<file path="config.mk">
export PLATFORM = sky130hd
export DESIGN_NAME = dco_sar_cal
export DESIGN_NICKNAME = d
export VERILOG_FILES = /design/src/rtl/dco_ctrl_pkg.sv /design/src/rtl/dco_win_cnt.sv /design/src/rtl/dco_sar_cal.sv
export SDC_FILE = /design/constraint.sdc
export NUM_CORES = 1
export LEC_CHECK = 0
export BUFFER_PORTS_ARGS = -buffer_cell sky130_fd_sc_hd__buf_2
export CAP_MARGIN = 20
export CORE_ASPECT_RATIO = 1.75
export CORE_UTILIZATION = 55
export DETAILED_ROUTE_END_ITERATION = 7
export GPL_TIMING_DRIVEN = 1
export PLACE_DENSITY = 0.87
export SLEW_MARGIN = 30
export SYNTH_ARGS = -nofsm -noshare
export SYNTH_HDL_FRONTEND = slang
export SYNTH_SLANG_ARGS = --single-unit
</file>
<file path="constraint.sdc">
create_clock -name clk -period 4.64 [get_ports clk]
set_input_delay 0.696 -clock clk [delete_from_list [all_inputs] [get_ports clk]]
set_output_delay 0.696 -clock clk [all_outputs]
set_load 0.05 [all_outputs]
</file>
<file path="src/rtl/dco_ctrl_pkg.sv">
// Shared types and default sizing for the DCO successive-approximation calibrator.
package dco_ctrl_pkg;

    typedef enum logic [2:0] {
        ST_IDLE    = 3'd0,
        ST_SETTLE  = 3'd1,
        ST_MEASURE = 3'd2,
        ST_DECIDE  = 3'd3,
        ST_DONE    = 3'd4
    } cal_state_t;

    localparam int DEF_DCODE_W    = 13;
    localparam int DEF_CNT_W      = 16;
    localparam int DEF_WIN_CYC    = 1024;
    localparam int DEF_SETTLE_CYC = 16;

    // Width of a down/up timer able to hold values 0..max_val.
    function automatic int tmr_width(input int max_val);
        return $clog2(max_val + 1);
    endfunction

endpackage

</file>
<file path="src/rtl/dco_win_cnt.sv">
// Saturating DCO pulse counter for one measurement window.
module dco_win_cnt
    import dco_ctrl_pkg::*;
#(
    parameter int CNT_W = DEF_CNT_W
) (
    input  logic             clk,
    input  logic             rst,
    input  logic             clr,
    input  logic             en,
    input  logic             pulse,
    output logic [CNT_W-1:0] count
);

    logic [CNT_W-1:0] count_r;

    // Pulse accumulator: clear wins over enable, holds at all-ones.
    always_ff @(posedge clk) begin
        if (rst) begin
            count_r <= {CNT_W{1'b0}};
        end else if (clr) begin
            count_r <= {CNT_W{1'b0}};
        end else if (en && pulse && (count_r != {CNT_W{1'b1}})) begin
            count_r <= count_r + {{(CNT_W-1){1'b0}}, 1'b1};
        end else begin
            count_r <= count_r;
        end
    end

    assign count = count_r;

endmodule

</file>
<file path="src/rtl/dco_sar_cal.sv">
// Binary-search (SAR) calibration of a DCO control code against a target
// pulse count per measurement window.
module dco_sar_cal
    import dco_ctrl_pkg::*;
#(
    parameter int DCODE_W    = DEF_DCODE_W,
    parameter int CNT_W      = DEF_CNT_W,
    parameter int WIN_CYC    = DEF_WIN_CYC,
    parameter int SETTLE_CYC = DEF_SETTLE_CYC
) (
    input  logic               clk,
    input  logic               rst,
    input  logic               start,
    input  logic [CNT_W-1:0]   target_cnt,
    input  logic               dco_pulse,
    output logic [DCODE_W-1:0] dcode,
    output logic               busy,
    output logic               done,
    output logic [CNT_W-1:0]   meas_cnt
);

    localparam int TMR_MAX = (WIN_CYC > SETTLE_CYC) ? WIN_CYC : SETTLE_CYC;
    localparam int TMR_W   = tmr_width(TMR_MAX);
    localparam int IDX_W   = tmr_width(DCODE_W - 1);

    cal_state_t         state_r, state_next_s;
    logic [TMR_W-1:0]   tmr_r;
    logic [IDX_W-1:0]   idx_r;
    logic [CNT_W-1:0]   target_r;
    logic [DCODE_W-1:0] dcode_r;
    logic [CNT_W-1:0]   meas_cnt_r;
    logic               busy_r;
    logic               done_r;
    logic               cnt_clr_s;
    logic               cnt_en_s;
    logic [CNT_W-1:0]   win_cnt_s;
    logic [DCODE_W-1:0] bit_mask_s;
    logic [DCODE_W-1:0] dcode_dec_s;

    dco_win_cnt #(.CNT_W(CNT_W)) u_win_cnt (
        .clk   (clk),
        .rst   (rst),
        .clr   (cnt_clr_s),
        .en    (cnt_en_s),
        .pulse (dco_pulse),
        .count (win_cnt_s)
    );

    // State register.
    always_ff @(posedge clk) begin
        if (rst) begin
            state_r <= ST_IDLE;
        end else begin
            state_r <= state_next_s;
        end
    end

    // Next-state and counter control.
    always_comb begin
        state_next_s = state_r;
        cnt_clr_s    = 1'b0;
        cnt_en_s     = 1'b0;
        case (state_r)
            ST_IDLE: begin
                cnt_clr_s = 1'b1;
                if (start) begin
                    state_next_s = ST_SETTLE;
                end else begin
                    state_next_s = ST_IDLE;
                end
            end
            ST_SETTLE: begin
                cnt_clr_s = 1'b1;
                if (tmr_r == TMR_W'(SETTLE_CYC - 1)) begin
                    state_next_s = ST_MEASURE;
                end else begin
                    state_next_s = ST_SETTLE;
                end
            end
            ST_MEASURE: begin
                cnt_en_s = 1'b1;
                if (tmr_r == TMR_W'(WIN_CYC - 1)) begin
                    state_next_s = ST_DECIDE;
                end else begin
                    state_next_s = ST_MEASURE;
                end
            end
            ST_DECIDE: begin
                if (idx_r != {IDX_W{1'b0}}) begin
                    state_next_s = ST_SETTLE;
                end else begin
                    state_next_s = ST_DONE;
                end
            end
            ST_DONE:  state_next_s = ST_IDLE;
            default:  state_next_s = ST_IDLE;
        endcase
    end

    // Trial bit is dropped only when the DCO ran too fast; the next lower bit
    // becomes the new trial (mask shifts to zero after bit 0).
    always_comb begin
        bit_mask_s  = {{(DCODE_W-1){1'b0}}, 1'b1} << idx_r;
        dcode_dec_s = ((win_cnt_s > target_r) ? (dcode_r & ~bit_mask_s) : dcode_r)
                      | (bit_mask_s >> 1);
    end

    // Datapath and registered outputs.
    always_ff @(posedge clk) begin
        if (rst) begin
            tmr_r      <= {TMR_W{1'b0}};
            idx_r      <= {IDX_W{1'b0}};
            target_r   <= {CNT_W{1'b0}};
            dcode_r    <= {DCODE_W{1'b0}};
            meas_cnt_r <= {CNT_W{1'b0}};
            busy_r     <= 1'b0;
            done_r     <= 1'b0;
        end else begin
            busy_r <= (state_next_s != ST_IDLE);
            done_r <= (state_next_s == ST_DONE);
            if (((state_r == ST_SETTLE) || (state_r == ST_MEASURE)) && (state_next_s == state_r)) begin
                tmr_r <= tmr_r + TMR_W'(1);
            end else begin
                tmr_r <= {TMR_W{1'b0}};
            end
            case (state_r)
                ST_IDLE: begin
                    if (start) begin
                        target_r <= target_cnt;
                        idx_r    <= IDX_W'(DCODE_W - 1);
                        dcode_r  <= {1'b1, {(DCODE_W-1){1'b0}}};
                    end else begin
                        target_r <= target_r;
                    end
                end
                ST_DECIDE: begin
                    meas_cnt_r <= win_cnt_s;
                    dcode_r    <= dcode_dec_s;
                    if (idx_r != {IDX_W{1'b0}}) begin
                        idx_r <= idx_r - IDX_W'(1);
                    end else begin
                        idx_r <= idx_r;
                    end
                end
                default: begin
                    dcode_r <= dcode_r;
                end
            endcase
        end
    end

    assign dcode    = dcode_r;
    assign busy     = busy_r;
    assign done     = done_r;
    assign meas_cnt = meas_cnt_r;

endmodule

</file>
# == Word-level counts from Yosys, hierarchy flattened ==
# Cells that the tools add are included.
# op_classes
eq_ne,10
shift,1
reduce_logical,14
bitwise_logic,4
addsub,3
order_cmp,1
mux,13
# ops
op,n
two-way mux 13 bit,2
case mux 13 bit (2 select lines),1
"adder 16 x 1 -> 16 bit, second input constant",1
greater-than comparator 16 bit,1
"inequality test 16 bit, second input constant",1
AND 13 bit,1
inverter 13 bit,1
bitwise OR 13 x 12 -> 13 bit,1
"<< shifter 1 x 4 -> 13 bit, first input constant",1
case mux 3 bit (4 select lines),1
"adder 11 x 1 -> 11 bit, second input constant",1
"equality test 11 x 10 -> 1 bit, second input constant",1
"equality test 11 x 4 -> 1 bit, second input constant",1
two-way mux 4 bit,2
case mux 4 bit (2 select lines),1
"equality test 3 x 2 -> 1 bit, second input constant",2
OR reduction 2 bit,3
two-way mux 1 bit,4
"inequality test 2 bit, second input constant",2
AND reduction 2 bit,2
nonzero test 4 bit,1
"subtractor 4 x 1 -> 4 bit, second input constant",1
"equality test 3 x 1 -> 1 bit, second input constant",1
equality test 3 bit,1
10 further kinds,12
# word_totals
reg_bits,81
input_bits,20
word_cells,55

# == Longest topological paths before layout ==
# Gate-level depths: netlist (run 1).
# logic_depth
word_depth,7
depth_mapped,8
ltp_nobuf,7

# == Cells and area by module ==
# Synthesis (run 1) repeated with hierarchy kept, for this count alone.
# unflattened
hier_cells,467
area_unflattened_um2,3863.7
# modules_own_cells
mod,cells_per_inst,area_per_inst_um2,seq_area_each_um2,n_inst
dco_sar_cal,365,3020.4,1301.2,1
dco_win_cnt,102,843.3,320.3,1

# == Worst setup path after synthesis (run 1) ==
# No wires, ideal clock.
# synth_timing
kind,input-to-reg
start,input rst
end,register u_win_cnt.count_r[10] (netlist: u_win_cnt.count[10])
stages,5
slack_ps,2720
arrival_ps,1793
path_cell_list,clkbuf_1 > clkinv_1 > o21ai_1 > clkbuf_1 > nor2_1
# synth_via
elab_chain_cells,1
# synth_rtl
element,line_no,source
start: declaration,dco_sar_cal.sv:12,"input logic rst,"
OR reduction 2 bit (no line),n/a,
end signal: assignment,dco_win_cnt.sv:20,count_r <= {CNT_W{1'b0}};
end signal: assignment,dco_win_cnt.sv:22,count_r <= {CNT_W{1'b0}};
end signal: assignment,dco_win_cnt.sv:24,"count_r <= count_r + {{(CNT_W-1){1'b0}}, 1'b1};"
end: declaration,dco_win_cnt.sv:15,logic [CNT_W-1:0] count_r;
# No other way between the ends.
# A chain may end at the register's enable or synchronous reset.

# == Worst setup path after layout (run 1) ==
# layout_timing
start,register state_r[1]
end,register dcode_r[1] (netlist: dcode[1])
# layout_via
elab_chain_cells,3
word_cells_on_any_way,6
classes_between,eq/ne: 2; mux: 1; reduce/logical: 3
# layout_rtl
element,line_no,source
start: declaration,dco_sar_cal.sv:26,"cal_state_t state_r, state_next_s;"
start signal: assignment,dco_sar_cal.sv:54,state_r <= state_next_s;
equality test 3 x 2 -> 1 bit / zero test 3 bit (equally long branches),dco_sar_cal.sv:126,case (state_r)
nonzero test 2 bit (no line) / inequality test 2 bit (equally long branches),n/a,
AND reduction 2 bit (no line),n/a,
end signal: assignment,dco_sar_cal.sv:131,"dcode_r <= {1'b1, {(DCODE_W-1){1'b0}}};"
end signal: assignment,dco_sar_cal.sv:138,dcode_r <= dcode_dec_s;
end signal: assignment,dco_sar_cal.sv:146,dcode_r <= dcode_r;
end: declaration,dco_sar_cal.sv:30,logic [DCODE_W-1:0] dcode_r;
# Parallel ways exist; a longest one is shown, timed or not.

==> results of run 1 <==
-- layer usage --
| layer | share of wire | global-route usage | vias up |
|---|---|---|---|
| li1 | - | - | 1660 |
| met1 | 0.39 | 0.266 | 1567 |
| met2 | 0.53 | 0.465 | 106 |
| met3 | 0.048 | 0.0675 | 28 |
| met4 | 0.039 | 0.139 | 0 |
| met5 | 0 | 0 | - |
-- Yosys cell counts (all sizes together) (6+ instances only) --
cell type and number:
nand4 7, a22oi 11, dfxtp 81, buf 9
and3 13, xor2 14, ha 23, a21oi 56
clkbuf 16, o2111ai 6, and4 11, xnor2 8
o21ai 9, inv 23, nor2 38, nand2 80
a31oi 6, nand3 8
-- cell usage in the layout (no fill, tap or decap), types with 3 or more instances in the layout --
master,n
nor3_1,3
a21oi_1,56
nand4_1,6
or3_1,5
a31oi_1,6
o2111ai_1,3
nor2b_1,4
a22oi_1,11
clkbuf_16,9
and4_1,11
dfxtp_1,81
a21o_1,3
and3_1,13
clkinv_2,3
inv_1,23
nand3_1,8
nor2_1,38
buf_2,50
clkbuf_8,3
ha_1,23
o21ai_1,5
nand2_1,80
xor2_1,14
xnor2_1,8
-- flip-flops by register name, indices dropped and copies added (netlist names) --
register / count
meas_cnt: 16
target_r: 16
u_win_cnt.count: 16
dcode: 13
tmr_r: 11
idx_r: 4
state_r: 3
busy: 1
done: 1
-- power groups by stage --
| stage | registers (mW) | logic (mW) | clock network [mW] |
|---|---|---|---|
| global placement | 0.734 | 0.0866 | 0 |
| detailed placement | 0.735 | 0.0901 | 0 |
| global route | 0.721 | 0.101 | 0.710 |
| floorplan | 0.735 | 0.0614 | 0 |
| CTS | 0.720 | 0.0910 | 0.680 |
| finish | 0.720 | 0.0912 | 0.671 |
-- kinds of logic (layout without fill, tap and decap cells) --
logic type	count (synthesis)	after routing	synth area share
and+or+nand+nor	184	184	0.240
DFF	81	81	0.421
buffers and inverters	49	91	0.0520
muxes	1	1	0.00260
adders and majority gates	23	23	0.0747
AOI/OAI and AO/OA	98	98	0.160
xor gates and xnor gates	22	22	0.0500
-- path summary, 6_finish.rpt --
check,startpoint,to,slack (ns)
max,state_r[1],dcode[1],2.12
min,tmr_r[0],tmr_r[0],0.44
max reg2reg,state_r[1],dcode[1],2.12
min reg2reg,tmr_r[0],tmr_r[0],0.44
-- worst max-delay path, cell delays in order (launching register included) --
cell      delay (ns)
dfxtp_1         0.51
nand3b_1        0.63
nor3_1          0.89
and4_1          0.29
a21oi_1         0.07
-- layout make-up --
| class | instances | share of cell area |
|---|---|---|
| clock inverters | 3 | 0.00341 |
| multi-input cells | 328 | 0.462 |
| flip-flops and latches | 81 | 0.369 |
| well taps | 84 | 0.0239 |
| repair buffers | 52 | 0.0603 |
| clock buffers | 12 | 0.0606 |
| inverters | 24 | 0.0205 |
-- stage by stage --
step | total power [mW] | utilization | std cells | setup slack (ns)
floorplan | 0.796 | - | 458 | 2.72
global placement | 0.821 | 0.604 | 569 | 2.21
detailed placement | 0.825 | 0.605 | 569 | 2.15
CTS | 1.49 | 0.646 | 584 | 2.14
global route | 1.53 | 0.646 | 584 | 1.90
finish | 1.48 | 0.646 | 584 | 2.12
==> results.ini, run 1 <==
[outcome]
outcome=finished, final reports clean

[finish]
synthToLayoutAreaGrowth_pct=14.2
multi_input_area_um2=2030
fill_cells=581
ff_latch_area_um2=1620
layout-drive-gt1-share=0.156
design_area_um2=4400
nNetsFinal=539
diodes=0

[cts]
clk_pin_slew_ns=0.06
cts_buffers=9
postCtsSetupBuffers=0
clk_latency_ns=0.34
cts-root-buf=clkbuf_16
hold_buffers=0
tritoncts=done
cts_max_level=3
cts_resized=0
clkSinkCount=81
cts.path.max_buffers=2

[logic_synthesis]
synth_edf_count=0
syn_inst=458
synth.net_count=501
yosysWarnings=0
yosysTopAreaCell=dfxtp_1
synth_top_area_share=0.421
synth-seq-area-share=0.421
ys_types=48
syn_area_um2=3850
synth_area_leaders=dfxtp_1 42%, nand2_1 7.8%, ha_1 7.5%
synth_flop_cell=dfxtp_1
async_flop_share=0
synth-seq-cells=81
synth.avg_cell_area_um2=8.41

[floorplanning]
fp.dieH_um=113
die_w_um=65.3
io_pins=51
core-area_um2=6810
design.die.area_um2=7350
num_rows=40
start_util=0.566

[setup_path]
reg2reg_depth=4
critical_path_class=reg -> reg
cp-start-kind=flop
critical_path_arrival_ns=2.73
required_ns=4.85
cp_max_fo=20
endpoint_kind=flop

[power_and_ir_drop]
p_switching_mw=0.343
netSwitchingFraction=0.231
p_leak_nw=1.79
ir_drop_mv=0.250
p_seq_frac=0.486
clock_power_share=0.453
p_int_mw=1.14
comb_power_share=0.062
p_per_area_nw_per_um2=337

[drt]
wirelength_um=8840
drcViolationCount=0
vias=3361
drt_iter0_drc=209
wl_per_cell_um=15.1
vias_per_cell=5.76
ant_nets=0
dr.pass1.iters=4

[timing]
max-slew-margin-rel=0.427
setup_viol=0
max_freq_mhz=396
worst_pin_slew_ns=0.853
final.setup.tns_ns=0
finalMaxSlewViolations=0
skew_ns=0.00606
post-route-period-util=0.544
rsz0062_at_grt=no
hold_ws_ns=0.444
hold_viol=0
layout_min_cycle_time_ns=2.52

[worst_hold_path]
holdPathStages=1
hp-class=reg -> reg

[grt]
grt_max_degree=46
grt_pass1_wl_um=14500
antenna_found_initial=0
track_usage=0.260
first_global_vias=3225
overflow=0

[placement]
hpwlAfterDp_um=6330
placed_area_um2=4120
gp_congestion=0.854
portBuffers=50

[flow_run]
drv_cap=0

(Power assumes the default switching activity.)
==> run 2: changes to the inputs <==
--- a/config.mk
+++ b/config.mk
@@ -8,10 +8,10 @@
 export BUFFER_PORTS_ARGS = -buffer_cell sky130_fd_sc_hd__buf_2
 export CAP_MARGIN = 20
 export CORE_ASPECT_RATIO = 1.75
-export CORE_UTILIZATION = 55
+export CORE_UTILIZATION = 52
 export DETAILED_ROUTE_END_ITERATION = 7
 export GPL_TIMING_DRIVEN = 1
-export PLACE_DENSITY = 0.87
+export PLACE_DENSITY = 0.86
 export SLEW_MARGIN = 30
 export SYNTH_ARGS = -nofsm -noshare
 export SYNTH_HDL_FRONTEND = slang
==> constraint.sdc (replaced) <==
create_clock -name clk -period 2 [get_ports clk]
set_input_delay 0.3 -clock clk [delete_from_list [all_inputs] [get_ports clk]]
set_output_delay 0.3 -clock clk [all_outputs]
set_load 0.05 [all_outputs]
==> results.ini, run 2 (synthesized netlist as in run 1, its figures left out) <==
[drt]
dr.pass1.iters=4  ; unchanged
drt_iter0_drc=220  ; +5.3%
drcViolationCount=0  ; unchanged
vias=3624  ; +7.8%
wirelength_um=9550  ; +7.9%
vias_per_cell=5.89  ; +2.4%
wl_per_cell_um=15.5  ; +2.5%
ant_nets=0  ; unchanged

[floorplanning]
start_util=0.536  ; -0.0296
die_w_um=67.1  ; +2.8%
num_rows=41  ; +2.5%
fp.dieH_um=116  ; +2.8%
core-area_um2=7180  ; +5.5%
design.die.area_um2=7770  ; +5.6%
io_pins=51  ; unchanged

[setup_path]
cp_max_fo=12  ; -40%
critical_path_class=reg -> reg
cp-start-kind=flop
cp_top_family=simple AND/OR/NAND/NOR gates
endpoint_kind=flop
critPathSlowestCell=or4_4
path_cells=buf_4, nand4_1, or4_4, o2111ai_2, or3_1, a21oi_1
critical_path_arrival_ns=2.18  ; -0.55 ns
path_buf_inv=1  ; +1
cp.depth=6  ; +2
cpPeakStageDelay_ns=0.60  ; -0.29 ns
required_ns=2.22  ; -2.63 ns
reg2reg_depth=6  ; +2
reg2reg_slack_ns=0.04  ; -2.07 ns

[timing]
post-route-period-util=0.979  ; +0.435
final.setup.tns_ns=0  ; unchanged
hold_ws_ns=0.201  ; -0.244 ns
max_freq_mhz=511  ; +29%
max-slew-margin-rel=0.478  ; +0.0512
worst_pin_slew_ns=0.780  ; -0.0731 ns
rsz0062_at_grt=yes
hold_viol=0  ; unchanged
skew_ns=0.00568  ; -0.000381 ns
setup_viol=0  ; unchanged
layout_min_cycle_time_ns=1.96  ; -0.566 ns
finalMaxSlewViolations=0  ; unchanged
fin_ws_ns=0.0412  ; -2.07 ns

[placement]
placed_area_um2=4310  ; +4.7%
portBuffers=50  ; unchanged
dpl_worst_slack_ns=-0.0150  ; -2.16 ns
hpwlAfterDp_um=6600  ; +4.3%
dp_cells=597  ; +4.9%
gp_congestion=0.950  ; +11%

[finish]
design_area_um2=4660  ; +6.0%
fill_cells=580  ; -0.17%
nNetsFinal=567  ; +5.2%
diodes=0  ; unchanged
finalNonFillerCells=615  ; +5.3%
synthToLayoutAreaGrowth_pct=21.0
layout-drive-gt1-share=0.212  ; +0.0557
fin_util=0.649  ; +0.00282
final_cell_mix=79 x nand2_1, 79 x dfxtp_1, 55 x a21oi_1, 50 x buf_2, 38 x nor2_1

[grt]
grt_max_degree=35  ; -24%
overflow=0  ; unchanged
antenna_found_initial=0  ; unchanged
first_global_vias=3420  ; +6.0%
grt_pass1_wl_um=15200  ; +5.0%
track_usage=0.261  ; +0.00162

[cts]
clk_latency_ns=0.34  ; about the same
clk_pin_slew_ns=0.06  ; about the same
hold_buffers=0  ; unchanged
postCtsSetupBuffers=0  ; unchanged
cts_buffers=9  ; unchanged
cts_max_level=3  ; unchanged
tritoncts=done
cts-root-buf=clkbuf_16
cts.path.max_buffers=2  ; unchanged
clkSinkCount=81  ; unchanged

[power_and_ir_drop]
ir_drop_mv=0.687  ; +170%
p_leak_nw=1.94  ; +8.4%
power.total_mw=3.59  ; +140%
p_per_area_nw_per_um2=770  ; +130%

[outcome]
outcome=finished, final reports clean

[flow_run]
drv_cap=0  ; unchanged

[worst_hold_path]
hp-class=in -> reg
holdPathStages=3  ; +2

run 2: report_power, final:
part           leakage, nW  total [mW]  switching, mW  internal [mW]
combinational         1.13       0.239          0.153         0.0866
sequential           0.657        1.67         0.0248           1.65
clock                0.155        1.68          0.649           1.03
run 2: worst paths after layout:
path,from,to
max,u_win_cnt.count[9],u_win_cnt.count[11]
min,target_cnt[15],target_r[15]
max reg2reg,u_win_cnt.count[9],u_win_cnt.count[11]
min reg2reg,tmr_r[0],tmr_r[0]
run 2: area by class of cell:
cell class              instances  area (µm²)  share of cell area
well taps                      86         108              0.0231
inverters                      24        90.1              0.0193
clock inverters                 5        53.8              0.0115
clock buffers                  11         253              0.0542
multi-input cells             329        2060               0.442
repair buffers                 79         472               0.101
flip-flops and latches         81        1620               0.349
run 2: routing by layer:
| metal | global-route usage | part of all wire | vias up |
|---|---|---|---|
| met2 | 0.471 | 0.54 | 135 |
| met3 | 0.0600 | 0.054 | 26 |
| met1 | 0.266 | 0.37 | 1739 |
| met5 | 0 | 0 | - |
| met4 | 0.149 | 0.038 | 0 |
| li1 | - | - | 1724 |
run 2: worst register-to-register path: cells and delay by family, from the launching register on:
family,cells,cell delay (ns)
simple gates,3,0.97
compound gates,2,0.39
flops,1,0.34
buf+inv,1,0.15
run 2: timing repair:
action                     CTS  global route
pin swaps                    0             1
cloned                       0             2
gates resized for setup      1             9
setup endpoints to repair    7            20
==> run 3: changes to the inputs <==
--- a/config.mk
+++ b/config.mk
@@ -5,6 +5,7 @@
 export SDC_FILE = /design/constraint.sdc
 export NUM_CORES = 1
 export LEC_CHECK = 0
+export ABC_AREA = 1
 export BUFFER_PORTS_ARGS = -buffer_cell sky130_fd_sc_hd__buf_2
 export CAP_MARGIN = 20
 export CORE_ASPECT_RATIO = 1.75
==> results.ini, run 3 <==
[timing]
max-slew-margin-rel=0.456  ; -0.0220
fin_ws_ns=0.107  ; +0.0660 ns
worst_pin_slew_ns=0.811  ; +0.0310 ns
finalMaxSlewViolations=0  ; unchanged
layout_min_cycle_time_ns=1.89  ; -0.0660 ns
post-route-period-util=0.946  ; -0.0330
setup_viol=0  ; unchanged
hold_viol=0  ; unchanged
skew_ns=0.00776  ; +0.00208 ns
max_freq_mhz=528  ; +3.5%

[cts]
cts-root-buf=clkbuf_16
clkSinkCount=81  ; unchanged
clk_pin_slew_ns=0.06  ; about the same
cts_max_level=3  ; unchanged
clk_latency_ns=0.35  ; about the same
hold_buffers=0  ; unchanged
cts.path.max_buffers=2  ; unchanged
tritoncts=done
cts_buffers=9  ; unchanged

[setup_path]
critical_path_arrival_ns=2.17  ; about the same
cp_max_fo=6  ; -6
critical_path_class=reg -> reg
cp-start-kind=flop
critPathSlowestCell=a211oi_1
startpoint=state_r[2]
required_ns=2.28  ; +0.06 ns
cpPeakStageDelay_ns=0.72  ; +0.12 ns
reg2reg_depth=5  ; -1
reg2reg_slack_ns=0.11  ; +0.07 ns
path_cells=nor2_1, nand2_1, a211oi_1, nand3_4, nor2_2
r2r-start=state_r[2]
endpoint_kind=flop
r2r-end=tmr_r[1]

[floorplanning]
core-area_um2=7510  ; +4.6%
die_w_um=68.5  ; +2.1%
io_pins=51  ; unchanged
design.die.area_um2=8110  ; +4.3%
fp.dieH_um=118  ; +2.2%
start_util=0.535  ; -0.000939
num_rows=42  ; +2.4%

[placement]
gp_congestion=0.950  ; about the same
hpwlAfterDp_um=7020  ; +6.4%
portBuffers=50  ; unchanged
dpl_worst_slack_ns=0.115  ; +0.130 ns

[logic_synthesis]
synth.avg_cell_area_um2=7.53  ; -10%
ys_types=37  ; -23%
synth_top_area_share=0.403  ; -0.0179
yosys-top-cells-count=86 x nand2_1, 81 x dfxtp_1, 67 x a21oi_1
syn_area_um2=4020  ; +4.5%
synth-seq-area-share=0.403  ; -0.0179
yosysWarnings=0  ; unchanged
synth_flop_cell=dfxtp_1
async_flop_share=0  ; unchanged
synth.net_count=577  ; +15%
synth_area_leaders=dfxtp_1 40%, a21oi_1 8.3%, nand2_1 8.0%
yosysTopAreaCell=dfxtp_1
syn_inst=534  ; +17%
synth_edf_count=0  ; unchanged
yosysMostFrequentCell=nand2_1
synth-seq-cells=81  ; unchanged

[grt]
track_usage=0.263  ; +0.00188
antenna_found_initial=0  ; unchanged
grt_pass1_wl_um=16100  ; +5.4%
first_global_vias=3767  ; +10%
grt_max_degree=36  ; +2.9%
overflow=0  ; unchanged

[outcome]
outcome=finished, final reports clean

[worst_hold_path]
holdPathStages=3  ; unchanged
holdCritStartpoint=target_cnt[14]
whs_endpoint=target_r[14]
hp-class=in -> reg

[drt]
drcViolationCount=0  ; unchanged
vias_per_cell=5.57  ; -5.5%
ant_nets=0  ; unchanged
drt_iter0_drc=303  ; +38%
wirelength_um=9790  ; +2.5%
wl_per_cell_um=14.4  ; -7.4%
dr.pass1.iters=5  ; +1
vias=3792  ; +4.6%

[finish]
fin_util=0.630  ; -0.0184
final_cell_mix=83 x nand2_1, 78 x dfxtp_1, 67 x a21oi_1, 61 x inv_1, 50 x buf_2
layout-drive-gt1-share=0.211  ; -0.000928
final_common_cell=nand2_1
nNetsFinal=631  ; +11%
diodes=0  ; unchanged
synthToLayoutAreaGrowth_pct=17.8

[power_and_ir_drop]
p_per_area_nw_per_um2=757  ; -1.8%
p_leak_nw=1.98  ; +2.0%
ir_drop_mv=0.568  ; -17%

[flow_run]
drv_cap=0  ; unchanged

-- run 3: cell types whose count changed after synthesis, sizes merged, moves of 7 or more --
cell | previous run | this run
a21oi | 56 | 67
a22oi | 11 | 0
and3 | 13 | 0
and4 | 11 | 0
inv | 23 | 70
nand2 | 80 | 89
nand3 | 8 | 29
nor3 | 3 | 22
o21ai | 9 | 49
or2 | 1 | 8
-- run 3: area by class of cell --
cell class                 instances  area, µm²
clock inverter                     5       55.1
tap                               88        110
timing repair buffer              64        368
multi-input combinational        362       2070
sequential                        81       1630
fill                             606       2780
clock buffer                      11        243
inverter                          70        265
-- run 3: metrics by stage --
step / total power, mW / TNS [ns] / hold WS (ns) / cells / cell area [µm²]
floorplan: 1.89 / 0 / 0.427 / 534 / 4020
global placement: 1.94 / 0 / 0.444 / 664 / 4400
detailed placement: 1.95 / 0 / 0.450 / 664 / 4400
CTS: 3.59 / 0 / 0.229 / 680 / 4700
global route: 3.71 / -0.141 / 0.241 / 681 / 4740
finish: 3.58 / 0 / 0.231 / 681 / 4740
-- run 3: cells by family after synthesis --
group | after synthesis | share of synthesized area
AND/OR/NAND/NOR | 205 | 0.251
AO/OA/AOI/OAI | 120 | 0.154
buffers and inverters | 92 | 0.0927
flip-flops | 81 | 0.403
adder cells (fa/ha/maj) | 23 | 0.0715
XOR/XNOR | 13 | 0.0283
-- run 3: how the worst max path moves through the flow --
| stage | endpoint | slack (ns) |
|---|---|---|
| finish | tmr_r[1] | 0.11 |
| global route | dcode[0] | -0.02 |
| CTS | tmr_r[3] | 0.06 |
| detailed placement | tmr_r[3] | 0.12 |
| global placement | dcode[0] | 0.18 |
| floorplan | dcode[10] | 0.33 |
-- run 3: critical path: cells and delay by family (launching register included) --
kind	cells	cell delay, ns
and+or+nand+nor	4	0.74
AOI/OAI and AO/OA	1	0.72
DFF	1	0.36
-- run 3: metal layers --
metal | up-vias | GRT usage | wire, µm
li1 | 1867 | - | -
met1 | 1710 | 0.257 | 3640
met2 | 156 | 0.446 | 5040
met3 | 59 | 0.0666 | 417
met4 | 0 | 0.201 | 688
met5 | - | 0 | 0
-- run 3: power breakdown --
part | leakage, nW | switching (mW) | internal (mW) | total [mW]
combinational | 1.18 | 0.178 | 0.0861 | 0.265
clock | 0.142 | 0.653 | 0.996 | 1.65
sequential | 0.659 | 0.0181 | 1.65 | 1.67
total | 1.98 | 0.849 | 2.73 | 3.58
-- run 3: what timing repair did --
item,CTS,global route
setup buffers,0,0
gates resized for setup,0,9
setup endpoints to repair,0,25
endpoints found under the hold margin,0,0
